### src/rtl/kbd_disp_ctrl.sv
// kbd_disp_ctrl: PS/2 scan-code sequencer to seven-segment display state; KBD_REPEAT_CNT_EN makes repeats count
module kbd_disp_ctrl #(
  parameter int TIMEOUT = 100000,
  parameter int CNT_W = 8
) (
  input  logic             clk,
  input  logic             rst,
  input  logic [7:0]       kb_data,
  input  logic             kb_valid,
  output logic             kb_ready,
  output logic [15:0]      disp_data,
  output logic             disp_blank,
  output logic [CNT_W-1:0] press_cnt,
  output logic             seq_err
);
  localparam int TW = $clog2(TIMEOUT + 1);
  typedef enum logic [2:0] {IDLE, EXT, BRK, EXT_BRK, ACK} state_t;
  state_t state, nxt;
  logic [TW-1:0] timer, timer_nxt;
  logic [15:0] held, held_nxt, disp_nxt, key;
  logic held_vld, held_vld_nxt, err_nxt, acc, is_e0, is_f0, prefix, make, brk, same;
  logic [CNT_W-1:0] cnt_nxt;
  assign disp_blank = !held_vld;
  // decode the accepted byte against the prefix state and compute all next values
  always_comb begin
    acc = kb_valid && kb_ready;
    is_e0 = kb_data == 8'hE0;
    is_f0 = kb_data == 8'hF0;
    prefix = state == EXT || state == BRK || state == EXT_BRK;
    key = {(state == EXT || state == EXT_BRK) ? 8'hE0 : 8'h00, kb_data};
    same = held_vld && held == key;
    nxt = state;
    timer_nxt = timer;
    held_nxt = held;
    held_vld_nxt = held_vld;
    disp_nxt = disp_data;
    cnt_nxt = press_cnt;
    err_nxt = 1'b0;
    make = 1'b0;
    brk = 1'b0;
    if (state == ACK) begin
      nxt = IDLE;
    end else if (acc) begin
      if (state == IDLE) begin
        nxt = is_e0 ? EXT : is_f0 ? BRK : ACK;
        make = !is_e0 && !is_f0;
      end else if (state == EXT) begin
        nxt = is_f0 ? EXT_BRK : is_e0 ? EXT : ACK;
        err_nxt = is_e0;
        make = !is_e0 && !is_f0;
      end else begin
        nxt = (is_e0 || is_f0) ? IDLE : ACK;
        err_nxt = is_e0 || is_f0;
        brk = !is_e0 && !is_f0;
      end
      timer_nxt = (nxt == EXT || nxt == BRK || nxt == EXT_BRK) ? TW'(TIMEOUT - 1) : timer;
    end else if (prefix) begin
      nxt = (timer == '0) ? IDLE : state;
      err_nxt = timer == '0;
      timer_nxt = (timer == '0) ? timer : timer - 1'b1;
    end
    if (make && !same) begin
      held_nxt = key;
      held_vld_nxt = 1'b1;
      disp_nxt = key;
      cnt_nxt = press_cnt + 1'b1;
    end
`ifdef KBD_REPEAT_CNT_EN
    if (make && same) cnt_nxt = press_cnt + 1'b1;
`else
`endif
    if (brk && same) held_vld_nxt = 1'b0;
  end
  // register state and outputs; kb_ready is held low through reset and ACK
  always_ff @(posedge clk or negedge rst) begin
    if (!rst) begin
      state <= IDLE;
      timer <= '0;
      held <= '0;
      held_vld <= 1'b0;
      disp_data <= '0;
      press_cnt <= '0;
      seq_err <= 1'b0;
      kb_ready <= 1'b0;
    end else begin
      state <= nxt;
      timer <= timer_nxt;
      held <= held_nxt;
      held_vld <= held_vld_nxt;
      disp_data <= disp_nxt;
      press_cnt <= cnt_nxt;
      seq_err <= err_nxt;
      kb_ready <= nxt != ACK;
    end
  end
endmodule
### config.mk
export PLATFORM = sky130hd
export DESIGN_NAME = kbd_disp_ctrl
export DESIGN_NICKNAME = d
export VERILOG_FILES = /design/src/rtl/kbd_disp_ctrl.sv
export SDC_FILE = /design/constraint.sdc
export NUM_CORES = 1
export LEC_CHECK = 0
export CAP_MARGIN = 10
export CORE_MARGIN = 2
export CORE_UTILIZATION = 50
export CTS_CLUSTER_DIAMETER = 100
export DETAILED_ROUTE_END_ITERATION = 16
export GPL_TIMING_DRIVEN = 0
export PLACE_DENSITY = 0.81
export SLEW_MARGIN = 0
export SYNTH_ARGS = -nofsm -noshare
export SYNTH_HDL_FRONTEND = slang
export SYNTH_SLANG_ARGS = --single-unit
### constraint.sdc
create_clock -name clk -period 3.25 [get_ports clk]
set_clock_uncertainty 0.2 [all_clocks]
set_input_delay 0.325 -clock clk [delete_from_list [all_inputs] [get_ports clk]]
set_output_delay 0.325 -clock clk [all_outputs]
set_load 0.05 [all_outputs]
Word-level counts from Yosys, hierarchy flattened
Cells that the tools add are included.

operators by class
  $lt $le $gt $ge = 0
  reduce and logical (&&, ||, !) cells = 20
  bitwise gates (word level) = 1
  add/subtract/negate cells = 2
  shift operators = 0
  mux-type cells = 33
  multipliers = 0
  equal/unequal tests = 13
  div/mod/pow operators = 0

operators with widths
  operator               count
  $mux 17                4
  $mux 3                 13
  $logic_not 17->1       1
  $sub 17x1->17 const B  1
  $eq 16x16->1           1
  $eq 8x8->1 const B     2
  $mux 1                 15
  $eq 3x2->1 const B     4
  $add 8x1->8 const B    1
  $mux 8                 1
  $eq 3x1->1 const B     2
  $logic_or 1x1->1       6
  $logic_and 1x1->1      5
  $logic_not 1->1        4
  $reduce_and 4->1       1
  $reduce_bool 2->1      2
  $eq 3x3->1 const B     1
  $logic_not 3->1        1
  $ne 3x3->1 const B     1
  $ne 2x1->1 const B     1
  $ne 2x2->1 const B     1
  $not 1->1              1

word-level totals
  bits in latches = 0
  memories kept = 0
  ROM bits = 0
  bits in writable memories = 0
  input port bits = 11
  logic and storage cells = 76
  bits in registers = 47
  output and inout bits = 27

Depth between registers and ports, before layout
Gate-level depths: netlist of run 1.

  depth after elaboration = 12
  gate-level depth with buffers = 8
  gate-level depth less buffers = 7

Worst setup path after synthesis of run 1
Ideal clock, no wire load.

  path type = register -> register
  start = register held[4]
  end = register held[14]
  period minus slack after synthesis = 2.359 ns
  data required time = 2.922 ns
  stages on the path, launching flop included = 6
  setup time = 0.128 ns
  slack = 0.891 ns
  path buffers = 1
  arrival time = 2.031 ns
  cells stage by stage = dfrtp_1 > xnor2_1 > nand3_1 > o41ai_2 > buf_4 > mux2_1

on the way
  cells in the longest elaborated chain, start to end = 4

RTL lines
  what                    RTL line  RTL
  from (decl)             20        logic [15:0] held, held_nxt, disp_nxt, key;
  from (signal assigned)  88        held <= held_nxt;
  $eq 16x16->1            31        same = held_vld && held == key;
  $logic_and 1x1->1       31
  $logic_not 1->1         62        if (make && !same) begin
  $logic_and 1x1->1       62

Every way passes these cells.
A chain may end at the register's enable or synchronous reset.

Final worst setup path of run 1
  start = input port kb_data[4]
  end = register held[2]

on the way
  cells in the longest elaborated chain, start to end = 8
  elaborated cells on any way between the ends = 13
  those cells by class = eq/ne (3); mux (4); reduce/logical (6)

RTL lines
  what                                  RTL line  RTL
  from (decl)                           8         input logic [7:0] kb_data,
  $eq 8x8->1, on equally long branches  27, 28
  $logic_not 1->1                       46, 50
  $logic_and 1x1->1                     46, 50
  $mux 1                                47        end else if (state == EXT) begin
  $mux 1                                44        if (state == IDLE) begin
  $mux 1                                43        end else if (acc) begin
  $mux 1                                41        if (state == ACK) begin
  $logic_and 1x1->1 (*)                 62

Every way passes the cells marked *; elsewhere a longest branch is shown, timed or not.

==> results of run 1 <==
[cells in the mapped netlist, drive strengths merged (3+ instances only)]
cell    n
a21oi   9
a31oi  10
buf    11
dfrtp  40
inv     4
mux2    8
nand2  26
nand3   3
nor2   19
nor3   10
nor4    8
o21ai  15
or3     3
or4     4
xnor2   9
xor2    7
[through the flow]
| step | cell area (um^2) | total power, mW |
|---|---|---|
| floorplan | 2170 | 1.63 |
| global placement | 2550 | 1.94 |
| detailed placement | 2550 | 1.97 |
| CTS | 2640 | 2.30 |
| global route | 2640 | 2.42 |
| finish | 2640 | 2.29 |
[cells by family (layout without fill, tap and decap cells)]
kind of cell             after synthesis  after routing
XOR/XNOR                              16             16
buffers and inverters                 16             56
other                                  1              5
AND/OR/NAND/NOR                       89             89
flip-flops                            40             40
adder cells (fa/ha/maj)                2              2
multiplexers                           8              8
AO/OA/AOI/OAI                         48             48
[routing by layer]
layer	GRT usage [%]	share of wire (%)	vias up
met2	30.2	47	40
met4	8.12	1.9	0
met1	26.3	48	858
met5	0	0	-
li1	-	-	881
met3	4.65	4.1	9
[power groups by stage]
| stage | Clock, mW | Sequential (mW) | Combinational, mW |
|---|---|---|---|
| after floorplan | 0 | 1.05 | 0.578 |
| after global placement | 0 | 0.760 | 1.18 |
| after detailed placement | 0 | 0.767 | 1.21 |
| after CTS | 0.324 | 0.760 | 1.21 |
| after global routing | 0.341 | 0.780 | 1.30 |
| final | 0.320 | 0.758 | 1.21 |
[flip-flops by register name (all words and copies together), names as in the netlist]
register / count
state: 3
kb_ready: 1
seq_err: 1
held: 9
held_vld: 1
press_cnt: 8
timer: 17
[final cells by class]
cell class / count / area (um^2)
fillers: 354 / 1450
multi-input cells: 168 / 1060
flip-flops and latches: 40 / 1000
repair buffers: 33 / 325
plain buffers: 12 / 91.3
clock buffers: 5 / 68.8
well taps: 50 / 62.6
inverters: 4 / 15.0
clock inverters: 2 / 12.5
[worst min path at each step]
stage | start | end | slack [ps]
after detailed placement | press_cnt[7]$_DFFE_PN0P_ | press_cnt[7]$_DFFE_PN0P_ | 270
final | press_cnt[7]$_DFFE_PN0P_ | press_cnt[7]$_DFFE_PN0P_ | 270
after CTS | press_cnt[7]$_DFFE_PN0P_ | press_cnt[7]$_DFFE_PN0P_ | 280
after floorplan | rst | held[0]$_DFFE_PN0P_ | -170
after global placement | press_cnt[7]$_DFFE_PN0P_ | press_cnt[7]$_DFFE_PN0P_ | 260
after global routing | press_cnt[7]$_DFFE_PN0P_ | press_cnt[7]$_DFFE_PN0P_ | 320
[worst max-delay path, stage by stage]
cell	delay, ps
clkdlybuf4s50_1	590
xnor2_1	150
nand3_1	140
o41ai_2	660
buf_4	320
mux2_1	350
==> results.cfg, run 1 <==
[layout]
nets = 277
final_cells = 314
fin_util_pct = 64.6
layout_commonest_cell = dfrtp_1
final_cell_mix = dfrtp_1 (40), clkdlybuf4s50_1 (31), nand2_1 (26)
antennaDiodeCount = 0
syn_to_final_growth_pct = 22.5
drive_above_1_share_pct = 11.0

[clock_network]
cts.sinks = 40
cts_setup_buffers = 0
clkLatencyLatePin_ps = 300
cts_tree = built
hold_buffers = 1
clkTransAtPathRegs_ps = 70
htree_num_levels = 2
clock_tree.root_cell = clkbuf_8
cts.repair.resized = 0
numCtsBuffers = 5
clockBufferDepth = 2

[worst_setup_path]
critical_path_class = in2reg
crit_start = kb_data[4]
endpoint_kind = flop
ff2ff_path_depth = 8
critPathLaunchType = input pin
crit_fanout = 10
critPathArrivalTime_ps = 2530
worstReg2RegEnd = timer[15]$_DFFE_PN0P_
cp.required_ps = 3230
reg2reg_from = timer[0]$_DFFE_PN0P_
rrSetupSlack_ps = 810
crit_end = held[2]$_DFFE_PN0P_

[grt]
grt_pass1_vias = 1655
grt_pass1_wl_mm = 7.64
grt_usage_pct = 19.5
grt_remaining_overflow = 0
grt_max_degree = 41
antenna_found_initial = 0

[synth]
synth_seq_cells = 40
yosysUniqueCellTypes = 50
synthAdderAreaFrac_pct = 1.16
synth_top_family_by_area = simple AND/OR/NAND/NOR gates
synth_top_area_cell = dfrtp_1
synth-seq-area-share_pct = 46.5
postSynthAreaPerCell_um2 = 9.79
synth_xor_xnor_area_share_pct = 6.50
synth_mux_area_share_pct = 4.18
synth_area_mm2 = 0.00215
synth-edff-count = 0
yosys_most_used_dff = dfrtp_1
yosysWarnings = 0
async_flop_share_pct = 100
synth_top_area_share_pct = 46.5
synth_cells = 220
synth_compound_area_share_pct = 14.3
synthSimpleGateAreaFrac_pct = 22.2
yosys-top-cells-area = dfrtp_1 (46%), nand2_1 (4.5%), mux2_1 (4.2%)

[floorplanning]
die-height_um = 69.6
initial_core_util_pct = 52.7
core_area_mm2 = 0.00409
die-area_mm2 = 0.00485
die_x_um = 69.6
rows = 23
io_pins = 38

[min_path]
holdCritPathClass = reg2reg
min_delay_path_depth = 1

[place]
gp_congestion = 0.887
port-buffer-count = 32
dp_cells = 306
dp_hpwl_mm = 3.36
dp_slack_ps = 396

[route]
via_count = 1788
antenna_left = 0
drtPass1Iterations = 4
drt_wl_total_mm = 4.56
wl_per_cell_um = 14.5
drc_errors = 0
via_per_inst = 5.69
drtIter0Drc = 272

[power]
combPwrFrac_pct = 52.8
clkPwrFrac_pct = 14.0
p_per_area_mw_per_mm2 = 866
switchingPower_mw = 1.06
power_leakage_nw = 1.17
ir_worst_vdd_mv = 0.592
p_int_mw = 1.22
seq_power_share_pct = 33.2
switching_share_pct = 46.4

[sta]
relSlewSlack_pct = 41.4
max_freq_mhz = 391
worst_pin_slew_ps = 880
setup_violations = 0
min_period_over_period_pct = 78.6
fin_crit_ps = 2560
grt_setup_unrepaired = no
holdWs_ps = 272
tns_ps = 0
hold_violations = 0
fin_ws_ps = 695
maxSlewViolCount = 0

[flow_run]
cap_viol_max_count = 0

[run_status]
status = complete, no violations
(Power assumes the default switching activity.)
==> run 2, diff against run 1 <==
- clock period: 3.25 -> 2.5 ns (I/O delays scaled with it)
==> run 2 against run 1 <==
Clock power increased by 31%. Sequential cell count is the same. Clock-buffer cell count unchanged. Critical endpoint unchanged.
==> results.cfg, run 2 (same netlist as run 1, synthesis figures left out) <==
[layout]
regMostFlops = timer
fin_util_pct = 65.3
fin_area_mm2 = 0.00267
drive_above_1_share_pct = 12.5
final_cells = 315
nets = 278
fillers = 353
final_cell_mix = dfrtp_1 (39), clkdlybuf4s50_1 (31), nand2_1 (26)
syn_to_final_growth_pct = 23.9
largest_reg_flops = 17
antennaDiodeCount = 0
top_regs = timer (17), held (9), press_cnt (8)
layout_commonest_cell = dfrtp_1

[sta]
holdWs_ps = 272
maxSlewViolCount = 0
fin_crit_ps = 2360
grt_setup_unrepaired = no
min_period_over_period_pct = 94.4
worst_pin_slew_ps = 881
setup_violations = 0
hold_violations = 0
relSlewSlack_pct = 41.3
max_freq_mhz = 424

[power]
p_total_mw = 3.03
switchingPower_mw = 1.41
p_per_area_mw_per_mm2 = 1140
ir_worst_vdd_mv = 0.773
switching_share_pct = 46.4
clkPwrFrac_pct = 13.8
combPwrFrac_pct = 53.7
seq_power_share_pct = 32.6
power_leakage_nw = 1.17
p_int_mw = 1.63

[grt]
grt_max_degree = 41
grt_usage_pct = 19.5
grt_pass1_vias = 1655
grt_remaining_overflow = 0
antenna_found_initial = 0
grt_pass1_wl_mm = 7.64

[worst_setup_path]
ff2ff_path_depth = 8
crit_fanout = 10
critPathBufInv = 2
worstReg2RegEnd = timer[15]$_DFFE_PN0P_
critical_path_class = in2reg
endpoint_kind = flop
critPathLaunchType = input pin
critPathArrivalTime_ps = 2340
reg2reg_from = timer[0]$_DFFE_PN0P_
rrSetupSlack_ps = 150
cp.required_ps = 2480
critPathSlowestCell = clkdlybuf4s50_1
crit_path_max_incr_delay_ps = 590
worst-path-stages = 6
crit_family = buffers and inverters
cp_cell_sequence = clkdlybuf4s50_1 > xnor2_1 > nand3_1 > o41ai_4 > buf_4 > mux2_1

[route]
via_count = 1800
drt_wl_total_mm = 4.70
drc_errors = 0
wl_per_cell_um = 14.9
drtIter0Drc = 252
antenna_left = 0
via_per_inst = 5.71
drtPass1Iterations = 4

[floorplanning]
die-height_um = 69.6
die_x_um = 69.6
initial_core_util_pct = 52.7
core_area_mm2 = 0.00409
die-area_mm2 = 0.00485
io_pins = 38
rows = 23

[clock_network]
numCtsBuffers = 5
htree_num_levels = 2
clock_tree.root_cell = clkbuf_8
cts.sinks = 40
cts_tree = built
clockBufferDepth = 2
clkLatencyLatePin_ps = 300
clkTransAtPathRegs_ps = 70

[place]
dpl_cell_area_mm2 = 0.00255
dp_hpwl_mm = 3.36
port-buffer-count = 32
dp_cells = 306
gp_congestion = 0.887

[min_path]
hp-start = press_cnt[7]$_DFFE_PN0P_
holdCritPathClass = reg2reg
holdPathEnd = press_cnt[7]$_DFFE_PN0P_
min_delay_path_depth = 1

[flow_run]
cap_viol_max_count = 0

[run_status]
status = complete, no violations
run 2: cell types whose count changed in the layout (fill, tap and decap cells not counted):
cell     change
o41ai_2      -1
buf_4        +1
o41ai_4      +1
or4b_2       -1
ha_2         +1
a21oi_1      -1
a21oi_2      +1
dfrtp_2      +1
dfrtp_1      -1
or4b_4       +1
ha_1         -1
run 2: cell type report:
type	instances	area (um^2)	share of cell area, %
clock buffer	5	68.8	2.58
inverter	4	15.0	0.563
sequential	40	1000	37.6
buffer	12	91.3	3.42
tap	50	62.6	2.34
multi-input combinational	168	1080	40.6
timing repair buffer	34	333	12.5
clock inverter	2	12.5	0.469
run 2: power groups by stage:
stage,Combinational (mW),Clock (mW),Sequential [mW]
finish,1.63,0.418,0.988
floorplan,0.752,0,1.36
detailed placement,1.57,0,0.997
global placement,1.54,0,0.987
global route,1.75,0.444,1.02
CTS,1.57,0.421,0.987
run 2: per-layer routing:
layer  up-vias  global-route usage (%)  wire, um
li1        874                       -         -
met1       879                    26.3      2190
met2        38                    30.2      2240
met3         9                    4.65       177
met4         0                    8.12        89
met5         -                       0         0
run 2: through the flow:
stage,setup slack [ps],TNS (ps)
finish,139,0
global route,31.9,0
CTS,30.8,0
detailed placement,-279,-2090
global placement,-277,-2280
floorplan,141,0
run 2: worst max path at each step:
| stage | startpoint | to | slack [ps] |
|---|---|---|---|
| floorplan | held[4]$_DFFE_PN0P_ | held[14]$_DFFE_PN0P_ | 140 |
| global placement | kb_data[4] | held[3]$_DFFE_PN0P_ | -280 |
| detailed placement | kb_data[4] | held[2]$_DFFE_PN0P_ | -280 |
| CTS | kb_data[4] | held[2]$_DFFE_PN0P_ | 30 |
| global route | state[2]$_DFF_PN0_ | held[2]$_DFFE_PN0P_ | 30 |
| finish | kb_data[4] | held[2]$_DFFE_PN0P_ | 140 |
run 2: timing repair:
item,CTS,global route
endpoints found under the hold margin,40,0
gates resized for setup,0,5
endpoints found under the setup margin,0,17
buffers inserted,0,1
hold buffers,1,0
run 2: worst reg2reg max path, delay by kind of cell, from the launching register on:
kind,cells,cell delay (ps)
and+or+nand+nor,2,830
DFF,1,440
AOI/OAI and AO/OA,3,300
adders and majority gates,1,210
buffers and inverters,2,230
==> run 3, diff against run 2 <==
- CAP_MARGIN: 10 -> 20
==> results of run 3 <==
Final layout, timing and power as in run 2 (identical DEF).
==> patch 1: new RTL, settings of run 2 <==
Put one more register stage on the output `seq_err`, cleared by the reset. The value now appears one clock later. The other outputs are not delayed to match.
--- a/src/rtl/kbd_disp_ctrl.sv
+++ b/src/rtl/kbd_disp_ctrl.sv
@@ -15,6 +15,8 @@
 );
   localparam int TW = $clog2(TIMEOUT + 1);
   typedef enum logic [2:0] {IDLE, EXT, BRK, EXT_BRK, ACK} state_t;
+
+  logic seq_err_s0;
   state_t state, nxt;
   logic [TW-1:0] timer, timer_nxt;
   logic [15:0] held, held_nxt, disp_nxt, key;
@@ -80,7 +82,7 @@
       held_vld <= 1'b0;
       disp_data <= '0;
       press_cnt <= '0;
-      seq_err <= 1'b0;
+      seq_err_s0 <= 1'b0;
       kb_ready <= 1'b0;
     end else begin
       state <= nxt;
@@ -89,8 +91,16 @@
       held_vld <= held_vld_nxt;
       disp_data <= disp_nxt;
       press_cnt <= cnt_nxt;
-      seq_err <= err_nxt;
+      seq_err_s0 <= err_nxt;
       kb_ready <= nxt != ACK;
     end
   end
+  always_ff @(posedge clk or negedge rst) begin
+    if (!rst) begin
+      seq_err <= '0;
+    end else begin
+      seq_err <= seq_err_s0;
+    end
+  end
+
 endmodule
Check against the original RTL: not equivalent (a bounded check fails within 4 cycles, from zero or initial values and one cycle with rst low).
==> patch 1 against run 2 <==
  * Sequential share of layout area barely moved
  * Final area is 2.6% higher
  * Cell count rose by 1.9%
  * Synthesized area rose by 1.2%
  * Power increased by 0.58%
  * Non-clock buffer count rose by 2
  * Critical path depth up 1
  * Setup slack worse by 25 ps
  * Sequential cell count grew 1
  * Routed wire length is 7.5% lower
  * Fmax is 1.0% lower
==> patch 1: results <==
export IMPL_post_route_cells_drive_above_1_share_pct=12.6
export IMPL_outcome="finished clean"
export IMPL_vdd_drop_max_v=0.000782
export IMPL_synth_cells_most_frequent="sky130_fd_sc_hd__dfrtp_1, sky130_fd_sc_hd__nand2_1, sky130_fd_sc_hd__nor2_1"
export IMPL_multi_input_area_share_pct=39.8
export IMPL_routed_via_count=1772
export IMPL_grt_pass1_wl_um=7420
export IMPL_clock_buffers=6
export IMPL_switching_power_mw=1.37
export IMPL_clock_sinks=41
export IMPL_end_of_the_worst_hold_path="seq_err"
export IMPL_worst_ep_arrival_time_ps=2360
export IMPL_worstReg2RegEnd="timer[5]"
export IMPL_placer_congestion=0.845
export IMPL_count_of_filler_cells_inserted_in_the_layout=335
export IMPL_fin_hold_ws_ps=151
export IMPL_dp_worst_setup_slack_ps=-331
export IMPL_depth_of_the_most_critical_reg_to_reg_path=7
export IMPL_routed_via_count_divided_by_cell_count=5.52
export IMPL_part_of_the_yosys_area_used_for_sequential_elements_pct=47.1
export IMPL_cts_resized_gates=1
export IMPL_finish_net_count=281
export IMPL_number_of_instances_in_the_synthesized_netlist=221
export IMPL_multi_input_area_mm2=0.00109
export IMPL_n_all_buffers=48
export IMPL_synth_area_leaders="sky130_fd_sc_hd__dfrtp_1, sky130_fd_sc_hd__nand2_1, sky130_fd_sc_hd__mux2_1, sky130_fd_sc_hd__xnor2_1, sky130_fd_sc_hd__nor2_1"
export IMPL_post_place_cells=310
export IMPL_drt_first_iter_violations=173
export IMPL_timing_worst_setup_path_type="reg -> reg"
export IMPL_largest_net_degree_at_the_start_of_global_routing=23
export IMPL_layout_nonclk_buf_share_pct=16.8
export IMPL_placed_area_mm2=0.00260
export IMPL_hp_start="seq_err_s0"
-- patch 1: cell types whose count changed in the layout (fill, tap and decap cells not counted), sizes merged --
| cell | before | now |
|---|---|---|
| clkinvlp | 1 | 0 |
| buf | 13 | 15 |
| clkinv | 1 | 2 |
| clkbuf | 6 | 7 |
| dfrtp | 40 | 41 |
-- patch 1: kinds of logic after synthesis --
| logic type | share of synthesized area [%] |
|---|---|
| buf+inv | 4.88 |
| xor+xnor | 6.43 |
| simple gates | 22.0 |
| mux | 4.13 |
| flops | 47.1 |
| other cells | 0.172 |
| fa+ha+maj | 1.15 |
| compound gates | 14.2 |
-- patch 1: per-layer routing --
metal | routed length (µm) | vias up | GRT usage, %
met1 | 2120 | 844 | 26.5
met3 | 157 | 2 | 4.47
li1 | - | 885 | -
met4 | 21 | 0 | 5.34
met5 | 0 | - | 0
met2 | 2050 | 41 | 28.7
-- patch 1: critical path, stage by stage (launching register included) --
cell,delay [ps]
sky130_fd_sc_hd__dfrtp_2,440
sky130_fd_sc_hd__inv_1,110
sky130_fd_sc_hd__ha_4,160
sky130_fd_sc_hd__or4b_4,480
sky130_fd_sc_hd__nor4_4,390
sky130_fd_sc_hd__nor2_2,120
sky130_fd_sc_hd__buf_6,170
sky130_fd_sc_hd__a22o_1,210
-- patch 1: power by group through the flow --
stage / Clock (mW) / Combinational [mW] / Sequential [mW]
after floorplan: 0 / 0.752 / 1.38
after global placement: 0 / 1.53 / 1.00
after detailed placement: 0 / 1.56 / 1.01
after CTS: 0.419 / 1.58 / 1.00
after global routing: 0.447 / 1.78 / 1.03
final: 0.406 / 1.64 / 1.00
==> patch 2: new RTL, flow settings as in run 2 <==
Without the edit above. The parameter `TIMEOUT` goes from 100000 to 50000.
--- a/src/rtl/kbd_disp_ctrl.sv
+++ b/src/rtl/kbd_disp_ctrl.sv
@@ -1,6 +1,6 @@
 // kbd_disp_ctrl: PS/2 scan-code sequencer to seven-segment display state; KBD_REPEAT_CNT_EN makes repeats count
 module kbd_disp_ctrl #(
-  parameter int TIMEOUT = 100000,
+  parameter int TIMEOUT = 50000,
   parameter int CNT_W = 8
 ) (
   input  logic             clk,
Formal check against the unedited RTL: no difference found for any inputs over 10 cycles, from zero or initial values and one cycle with rst low; that may be too few to reach the edited logic, so the function may still have changed.
==> patch 2 against run 2 <==
  * Power down 12%
  * Synthesized area rose by 3.5%
  * Cell count increased by 3.2%
  * Sequential cell count down 1
  * Final area up 3.9%
  * Routed wire length rose by 0.43%
  * Setup slack got worse by 67 ps
  * Largest power group unchanged
==> patch 2: results <==
export IMPL_outcome="finished clean"
export IMPL_post_place_cells=312
export IMPL_synth_cells_most_frequent="sky130_fd_sc_hd__dfrtp_1, sky130_fd_sc_hd__nor2_1, sky130_fd_sc_hd__nand2_1"
export IMPL_grt_pass1_wl_um=8070
export IMPL_synth_area_leaders="sky130_fd_sc_hd__dfrtp_1, sky130_fd_sc_hd__mux2_2, sky130_fd_sc_hd__xnor2_1, sky130_fd_sc_hd__nor2_1, sky130_fd_sc_hd__buf_4"
export IMPL_first_global_vias=1735
export IMPL_post_route_cells_drive_above_1_share_pct=17.6
export IMPL_routed_via_count_divided_by_cell_count=5.79
export IMPL_postSynthAreaPerCell_um2=9.95
export IMPL_part_of_the_yosys_area_used_for_sequential_elements_pct=43.8
export IMPL_ctsRootBufferMaster="sky130_fd_sc_hd__clkbuf_8"
export IMPL_hpwl_um=3380
export IMPL_largest_net_degree_at_the_start_of_global_routing=40
export IMPL_synth_cell_type_count=58
export IMPL_drt_first_iter_violations=183
export IMPL_largestRegisters="timer (16), held (9), press_cnt (8)"
export IMPL_fin_cells=325
export IMPL_wl_per_cell_um=14.5
export IMPL_vdd_drop_max_v=0.000836
export IMPL_worst_ep_arrival_time_ps=2460
export IMPL_cellLeakagePower_nw=1.20
export IMPL_path_max_fanout=7
export IMPL_worst_slew_pin_transition_ps=880
export IMPL_placer_congestion=0.824
export IMPL_critical_path_slowest_cell="sky130_fd_sc_hd__or4_4"
## patch 2: cell types whose count changed after synthesis, moves of 3 or more
cell	change
sky130_fd_sc_hd__o21ai_0	+5
sky130_fd_sc_hd__mux2_2	+9
sky130_fd_sc_hd__inv_1	+4
sky130_fd_sc_hd__nand2_1	-11
sky130_fd_sc_hd__a31oi_1	-6
sky130_fd_sc_hd__nand3_1	+6
sky130_fd_sc_hd__o31ai_1	+4
sky130_fd_sc_hd__nor3_1	-5
sky130_fd_sc_hd__o21ai_1	-10
sky130_fd_sc_hd__xor2_1	-3
sky130_fd_sc_hd__mux2_1	-8
## patch 2: logic make-up after synthesis
family / after synthesis / share of synthesized area [%]
AO/OA/AOI/OAI: 50 / 15.4
XOR/XNOR: 14 / 5.50
adder cells (fa/ha/maj): 2 / 1.12
buffers and inverters: 22 / 5.50
flip-flops: 39 / 43.8
multiplexers: 11 / 5.44
other: 1 / 0.168
AND/OR/NAND/NOR: 85 / 23.1
## patch 2: final timing paths
check / start / endpoint / slack, ps / cells after the start
setup / recovery: timer[0] / timer[12] / 70 / 8
hold reg to reg: press_cnt[7] / press_cnt[7] / 270 / 1
hold / removal: press_cnt[7] / press_cnt[7] / 270 / 1
min in group asynchronous: rst / timer[8] / 410 / 2
setup reg to reg: timer[0] / timer[12] / 70 / 8
max in group asynchronous: rst / timer[4] / 1130 / 2
## patch 2: metrics by stage
step	setup TNS (ps)	worst slack (ps)
CTS	0	56.1
global placement	-1580	-104
global route	0	10.0
detailed placement	-1660	-136
finish	0	71.5
floorplan	0	174
## patch 2: what timing repair did
action	CTS	global route
gates resized for setup	0	2
endpoints found under the hold margin	39	0
gates cloned	0	0
setup endpoints to repair	9	9
setup buffers	2	2
pin swaps	1	1
hold buffers	1	0
## patch 2: power breakdown
group | switching, mW | internal [mW]
clock | 0.224 | 0.252
sequential | 0.157 | 0.787
combinational | 0.787 | 0.476
## patch 2: final cells by class
cell class | instances | area (µm²)
Buffer | 14 | 92.6
Clock buffer | 8 | 100
Fill cell | 364 | 1550
Inverter | 8 | 30.0
Multi-Input combinational cell | 167 | 1150
Sequential cell | 39 | 976
Tap cell | 52 | 65.1
Timing Repair Buffer | 37 | 355
## patch 2: worst max-delay path: cells and delay by family, from the launching register on
kind / cells / cell delay (ps)
simple gates: 4 / 1260
flops: 1 / 420
buf+inv: 2 / 200
fa+ha+maj: 1 / 200
compound gates: 1 / 80
## patch 2: routing by layer
| metal | track usage, % | up-vias | share of wire [%] |
|---|---|---|---|
| met2 | 30.8 | 51 | 48 |
| met4 | 8.18 | 0 | 1.9 |
| met5 | 0 | - | 0 |
| met1 | 28.2 | 915 | 45 |
| li1 | - | 907 | - |
| met3 | 4.84 | 10 | 5.0 |
